`config.mk`:
```
export PLATFORM = sky130hd
export DESIGN_NAME = mouse_receiver
export DESIGN_NICKNAME = d
export VERILOG_FILES = /design/src/rtl/mouse_receiver.sv
export SDC_FILE = /design/constraint.sdc
export NUM_CORES = 1
export LEC_CHECK = 0
export CELL_PAD_IN_SITES_DETAIL_PLACEMENT = 0
export CELL_PAD_IN_SITES_GLOBAL_PLACEMENT = 1
export CORE_AREA = 2 2 76 78
export DETAILED_ROUTE_END_ITERATION = 6
export DIE_AREA = 0 0 78 80
export GPL_ROUTABILITY_DRIVEN = 0
export GPL_TIMING_DRIVEN = 0
export HOLD_SLACK_MARGIN = 0.06
export PLACE_DENSITY_LB_ADDON = 0.12
export SLEW_MARGIN = 20
export SYNTH_ARGS = -nofsm -noshare
export SYNTH_HDL_FRONTEND = slang
export SYNTH_SLANG_ARGS = --single-unit
```
`constraint.sdc`:
```
create_clock -name CLK -period 2.1 [get_ports CLK]
set_clock_uncertainty 0.05 [all_clocks]
set_input_delay 0.42 -clock CLK [delete_from_list [all_inputs] [get_ports CLK]]
set_output_delay 0.42 -clock CLK [all_outputs]
set_load 0.01 [all_outputs]
```
`src/rtl/mouse_receiver.sv`:
```
`default_nettype none
//------------------------------------------------------------------------------
// Module      : mouse_receiver
// Description : Receives one PS/2 device-to-host frame (start bit, 8 data bits
//               LSB first, odd parity bit, stop bit) by passively sampling the
//               PS/2 clock and data lines. When a frame completes, it presents
//               the data byte and its error flags to the mouse master FSM.
// Ports       :
//   CLK              system clock (50 MHz nominal)
//   RESET            asynchronous active-high reset
//   CLK_MOUSE_IN     PS/2 clock line (asynchronous)
//   DATA_MOUSE_IN    PS/2 data line (asynchronous)
//   READ_ENABLE      a new frame may start only while this is high
//   BYTE             last received data byte
//   BYTE_ERROR_CODE  [0] parity error, [1] stop-bit error
//   BYTE_READ        one-cycle strobe; BYTE and BYTE_ERROR_CODE were updated
// Revision    : 1.0 - initial release
//------------------------------------------------------------------------------
module mouse_receiver #(
  parameter int TIMEOUT_CYCLES = 5000
) (
  input  logic       CLK,
  input  logic       RESET,
  input  logic       CLK_MOUSE_IN,
  input  logic       DATA_MOUSE_IN,
  input  logic       READ_ENABLE,
  output logic [7:0] BYTE,
  output logic [1:0] BYTE_ERROR_CODE,
  output logic       BYTE_READ
);

  localparam logic [2:0] S_IDLE   = 3'd0;
  localparam logic [2:0] S_DATA   = 3'd1;
  localparam logic [2:0] S_PARITY = 3'd2;
  localparam logic [2:0] S_STOP   = 3'd3;
  localparam logic [2:0] S_DONE   = 3'd4;

  localparam logic [15:0] TO_LAST = 16'(TIMEOUT_CYCLES - 1);

  // Two-flop synchronisers; reset to 1 to match an idle bus.
  logic clk_s1_q, clk_s2_q, clk_prev_q;
  logic dat_s1_q, dat_s2_q;

  logic [2:0]  state_q,    state_d;
  logic [2:0]  bit_cnt_q,  bit_cnt_d;
  logic [7:0]  shreg_q,    shreg_d;
  logic        par_err_q,  par_err_d;
  logic        stop_err_q, stop_err_d;
  logic [15:0] to_cnt_q,   to_cnt_d;
  logic [7:0]  byte_q,     byte_d;
  logic [1:0]  err_q,      err_d;
  logic        byte_read_q, byte_read_d;

  logic fall;
  logic bit_in;
  logic timeout;

  assign fall    = clk_prev_q & ~clk_s2_q;
  assign bit_in  = dat_s2_q;
  // A fall in the same cycle always takes priority over the timeout.
  assign timeout = (to_cnt_q == TO_LAST) & ~fall;

  always_comb begin
    state_d     = state_q;
    bit_cnt_d   = bit_cnt_q;
    shreg_d     = shreg_q;
    par_err_d   = par_err_q;
    stop_err_d  = stop_err_q;
    byte_d      = byte_q;
    err_d       = err_q;
    byte_read_d = 1'b0;

    if ((state_q == S_IDLE) || fall) begin
      to_cnt_d = 16'd0;
    end else begin
      to_cnt_d = to_cnt_q + 16'd1;
    end

    case (state_q)
      S_IDLE: begin
        // Start bit is a low data line at the fall; anything else is ignored.
        if (fall && READ_ENABLE && !bit_in) begin
          state_d   = S_DATA;
          bit_cnt_d = 3'd0;
        end
      end
      S_DATA: begin
        if (fall) begin
          shreg_d   = {bit_in, shreg_q[7:1]};
          bit_cnt_d = bit_cnt_q + 3'd1;
          if (bit_cnt_q == 3'd7) begin
            state_d = S_PARITY;
          end
        end else if (timeout) begin
          state_d = S_IDLE;
        end
      end
      S_PARITY: begin
        if (fall) begin
          // Odd parity: data ones plus parity bit must be odd.
          par_err_d = ~(bit_in ^ (^shreg_q));
          state_d   = S_STOP;
        end else if (timeout) begin
          state_d = S_IDLE;
        end
      end
      S_STOP: begin
        if (fall) begin
          stop_err_d = ~bit_in;
          state_d    = S_DONE;
        end else if (timeout) begin
          state_d = S_IDLE;
        end
      end
      S_DONE: begin
        byte_d      = shreg_q;
        err_d       = {stop_err_q, par_err_q};
        byte_read_d = 1'b1;
        state_d     = S_IDLE;
      end
      default: begin
        state_d = S_IDLE;
      end
    endcase
  end

  always_ff @(posedge CLK or posedge RESET) begin
    if (RESET) begin
      clk_s1_q    <= 1'b1;
      clk_s2_q    <= 1'b1;
      clk_prev_q  <= 1'b1;
      dat_s1_q    <= 1'b1;
      dat_s2_q    <= 1'b1;
      state_q     <= S_IDLE;
      bit_cnt_q   <= 3'd0;
      shreg_q     <= 8'h00;
      par_err_q   <= 1'b0;
      stop_err_q  <= 1'b0;
      to_cnt_q    <= 16'd0;
      byte_q      <= 8'h00;
      err_q       <= 2'b00;
      byte_read_q <= 1'b0;
    end else begin
      clk_s1_q    <= CLK_MOUSE_IN;
      clk_s2_q    <= clk_s1_q;
      clk_prev_q  <= clk_s2_q;
      dat_s1_q    <= DATA_MOUSE_IN;
      dat_s2_q    <= dat_s1_q;
      state_q     <= state_d;
      bit_cnt_q   <= bit_cnt_d;
      shreg_q     <= shreg_d;
      par_err_q   <= par_err_d;
      stop_err_q  <= stop_err_d;
      to_cnt_q    <= to_cnt_d;
      byte_q      <= byte_d;
      err_q       <= err_d;
      byte_read_q <= byte_read_d;
    end
  end

  assign BYTE            = byte_q;
  assign BYTE_ERROR_CODE = err_q;
  assign BYTE_READ       = byte_read_q;

endmodule
`default_nettype wire

```
==> flow_metrics.env <==
export IMPL_status="finished clean"
export IMPL_tightest_slew_ns=0.5642
export IMPL_initial_core_util_pct=39.37
export IMPL_synthCells=172
export IMPL_p_seq_share_pct=48.8
export IMPL_grt_pass1_vias=1448
export IMPL_cts_hold_buf=0
export IMPL_worstSkewPairLatency_ns=0.30
export IMPL_critical_path_max_stage_delay_ns=0.55
export IMPL_area_growth_pct=17.81
export IMPL_r2r_start="clk_prev_q"
export IMPL_antenna_found_initial=0
export IMPL_post_drt_via_cell_ratio=5.101
export IMPL_hold_path_depth=0
export IMPL_critPathTopFamily="flip-flops"
export IMPL_post_dp_hpwl_um=2724
export IMPL_ys_ff_latch=48
export IMPL_grtUsageTotal_pct=14.14
export IMPL_crit_path_cell_trace="nor2b_1 -> a21o_1 -> clkbuf_1 -> nor2_1"
export IMPL_reg2regPathDepth=4
export IMPL_crit_required_ns=2.21
export IMPL_antennaDiodeCount=0
export IMPL_cts_root_buf="clkbuf_8"
export IMPL_post_cts_buffers=0
export IMPL_wl_per_cell_um=14.21
export IMPL_grt_pass1_wl_um=6906
export IMPL_avgSynthCellArea_um2=12.37
export IMPL_routed_wl_um=3808
export IMPL_crit_arrival_ns=1.92
export IMPL_fmax_mhz=554.3
export IMPL_die_area_um2=6240
export IMPL_vias=1367
export IMPL_fin_nets=203
export IMPL_end_kind="flop"
export IMPL_port_buffers=15
export IMPL_ios=16
export IMPL_design_area_um2=2507
export IMPL_clock_sinks=48
export IMPL_drtPass1Iterations=4
export IMPL_finalSetupViolCount=0
export IMPL_cts_made_buffers=5
export IMPL_crit_type="flop to flop"
export IMPL_cp_num_buf_inv=1
export IMPL_power_density_nw_per_um2=1009
export IMPL_whs_endpoint="bit_in"
export IMPL_p_leak_nw=1.105
export IMPL_pwr_share_comb_pct=25.3
export IMPL_drv_slew=0
export IMPL_placed_cell_area_um2=2396
export IMPL_regToRegEndpoint="to_cnt_q[4]"
export IMPL_fillers=503
export IMPL_worst_path_max_fanout=10
export IMPL_synth_area_um2=2128
export IMPL_clkTransAtPathRegs_ns=0.08
export IMPL_syn_nets=180
export IMPL_ctsResizeCount=0
export IMPL_cp_slowest_cell="dfstp_2"
export IMPL_die_y_um=80
export IMPL_ant_nets=0
export IMPL_cp_num_cells=4
export IMPL_switchingPower_uw=722.0
export IMPL_cts_buffer_depth=2
export IMPL_total_power_mw=2.530
export IMPL_placementRows=27
export IMPL_maxCapViolCount=0
export IMPL_period_needed_ns=1.804
export IMPL_drive_gt1_share_pct=20.41
export IMPL_drtIter0Drc=62
export IMPL_synth_seq_area_share_pct=56.73
export IMPL_p_int_mw=1.808
export IMPL_power_frac_clock_pct=25.9
export IMPL_min_path_type="flop to flop"
export IMPL_yosysUniqueCellTypes=39
export IMPL_cts_tree="yes"
export IMPL_fp_dieW_um=78
export IMPL_finalHoldViolations=0
export IMPL_slew_headroom_pct=62.18
export IMPL_timing_final_crit_share_pct=85.92
export IMPL_cts_max_level=2
export IMPL_reg2reg_slack_ns=0.30
export IMPL_ir_drop_uv=400.7
export IMPL_worstSetupStartpointType="flop"
export IMPL_core_area_um2=5405
export IMPL_grt_overflow_total=0
export IMPL_rsz0062_at_grt="false"
export IMPL_p_sw_share_pct=28.54
export IMPL_min_delay_start="dat_s1_q"
export IMPL_setup_tns_ns=0
export IMPL_grt_max_degree=26
export IMPL_drc_errors=0
export IMPL_yosys_warnings=0
worst register-to-register path, delay by kind of cell (launching register included):
family	cells	cell delay (ns)
DFF	1	0.55
and+or+nand+nor	2	0.40
AOI/OAI and AO/OA	1	0.27
buffers and inverters	1	0.40
cell type report:
type,count,area [µm²],area share (%)
sequential,48,1207,48.15
multi-input combinational,114,874.6,34.88
timing repair buffer,16,177.7,7.086
tap,72,90.09,3.593
clock buffer,5,68.82,2.745
clock inverter,3,42.54,1.697
buffer,5,27.53,1.098
inverter,5,18.77,0.7485
power groups by stage:
stage | Combinational, mW | Sequential, mW | Clock [mW]
CTS | 0.652 | 1.24 | 0.687
floorplan | 0.493 | 1.22 | 0
detailed placement | 0.648 | 1.26 | 0
global placement | 0.617 | 1.25 | 0
global route | 0.722 | 1.26 | 0.743
finish | 0.639 | 1.23 | 0.656
layout by cell type, fill, tap and decap left out, types with 3 or more instances in the layout:
master,n
nand2_1,4
xnor2_1,6
clkbuf_8,5
xor2_1,10
ha_1,3
clkdlybuf4s50_1,15
and2_1,3
clkbuf_1,3
or3_1,4
o21ai_0,6
dfrtp_1,43
inv_1,4
nand4_1,6
mux2_2,19
dfstp_2,5
nor2_1,14
nand3_1,5
a21oi_1,5
per-stage QoR:
step	utilization, %	hold WS (ns)	setup WS, ns	instances
after floorplan	-	0.2952	0.4938	172
after global placement	43.82	0.2957	-0.3866	259
after detailed placement	44.33	0.2970	0.2571	260
after CTS	46.39	0.3105	0.2727	268
after global routing	46.39	0.3190	0.1159	268
final	46.39	0.3090	0.2958	268
worst max path at each step:
stage,end,start
global route,to_cnt_q[4],clk_prev_q
finish,to_cnt_q[4],clk_prev_q
CTS,to_cnt_q[4],clk_prev_q
detailed placement,to_cnt_q[4],clk_prev_q
floorplan,BYTE[0],RESET
global placement,bit_cnt_q[0],RESET
cells in the mapped netlist:
| library cell | n | area [µm²] |
|---|---|---|
| nor3_1 | 2 | 10.01 |
| nand4_4 | 1 | 21.27 |
| a22o_1 | 2 | 17.52 |
| mux2i_1 | 1 | 10.01 |
| o211ai_1 | 2 | 15.01 |
| and4_1 | 2 | 17.52 |
| a21oi_1 | 5 | 25.02 |
| o22ai_1 | 1 | 6.260 |
| clkbuf_1 | 3 | 11.26 |
| buf_2 | 1 | 5.000 |
| nand4_1 | 6 | 37.54 |
| a22oi_1 | 1 | 7.510 |
| nand3b_1 | 1 | 7.510 |
| ha_1 | 3 | 37.54 |
| or3_1 | 4 | 25.02 |
| nor3b_1 | 2 | 15.01 |
| a21o_1 | 1 | 7.510 |
| or2_2 | 1 | 6.260 |
| xnor3_1 | 1 | 22.52 |
| and4b_2 | 1 | 11.26 |
| dfstp_2 | 5 | 131.4 |
| buf_6 | 1 | 11.26 |
| o21ai_0 | 6 | 30.03 |
| nand2b_1 | 2 | 12.51 |
| nand2_1 | 4 | 15.01 |
| nand3_1 | 5 | 25.02 |
| xnor2_1 | 6 | 52.55 |
| nor4bb_1 | 1 | 10.01 |
| nor2b_1 | 2 | 12.51 |
| and2_1 | 3 | 18.77 |
| o22a_1 | 1 | 8.760 |
| dfrtp_1 | 43 | 1076 |
| inv_1 | 5 | 18.77 |
| xor2_1 | 10 | 87.58 |
| nor2_1 | 14 | 52.55 |
| mux2_2 | 19 | 214.0 |
| nor3_2 | 1 | 10.01 |
| nor4b_1 | 2 | 17.52 |
| o21bai_1 | 1 | 7.510 |
sequential cells by signal, indices dropped and copies added (netlist names):
signal / cells
to_cnt_q: 16
BYTE: 8
shreg_q: 8
bit_cnt_q: 3
state_q: 3
BYTE_ERROR_CODE: 2
BYTE_READ: 1
bit_in: 1
clk_prev_q: 1
clk_s1_q: 1
clk_s2_q: 1
dat_s1_q: 1
par_err_q: 1
stop_err_q: 1
layer usage:
metal | GRT usage, % | part of all wire (%) | vias to the layer above
met1 | 17.84 | 44 | 696
met3 | 3.394 | 2.3 | 8
met2 | 23.88 | 52 | 13
li1 | - | - | 650
met4 | 4.737 | 1.7 | 0
met5 | 0 | 0 | -
cells by family (layout without fill, tap and decap cells):
kind of cell / after synthesis / in the layout / share of synthesized area (%)
buf+inv: 10 / 34 / 2.175
flops: 48 / 48 / 56.73
mux: 20 / 20 / 10.52
fa+ha+maj: 3 / 3 / 1.764
compound gates: 20 / 20 / 5.879
xor+xnor: 17 / 17 / 7.642
simple gates: 54 / 54 / 15.29
(Power assumes the default switching activity.)
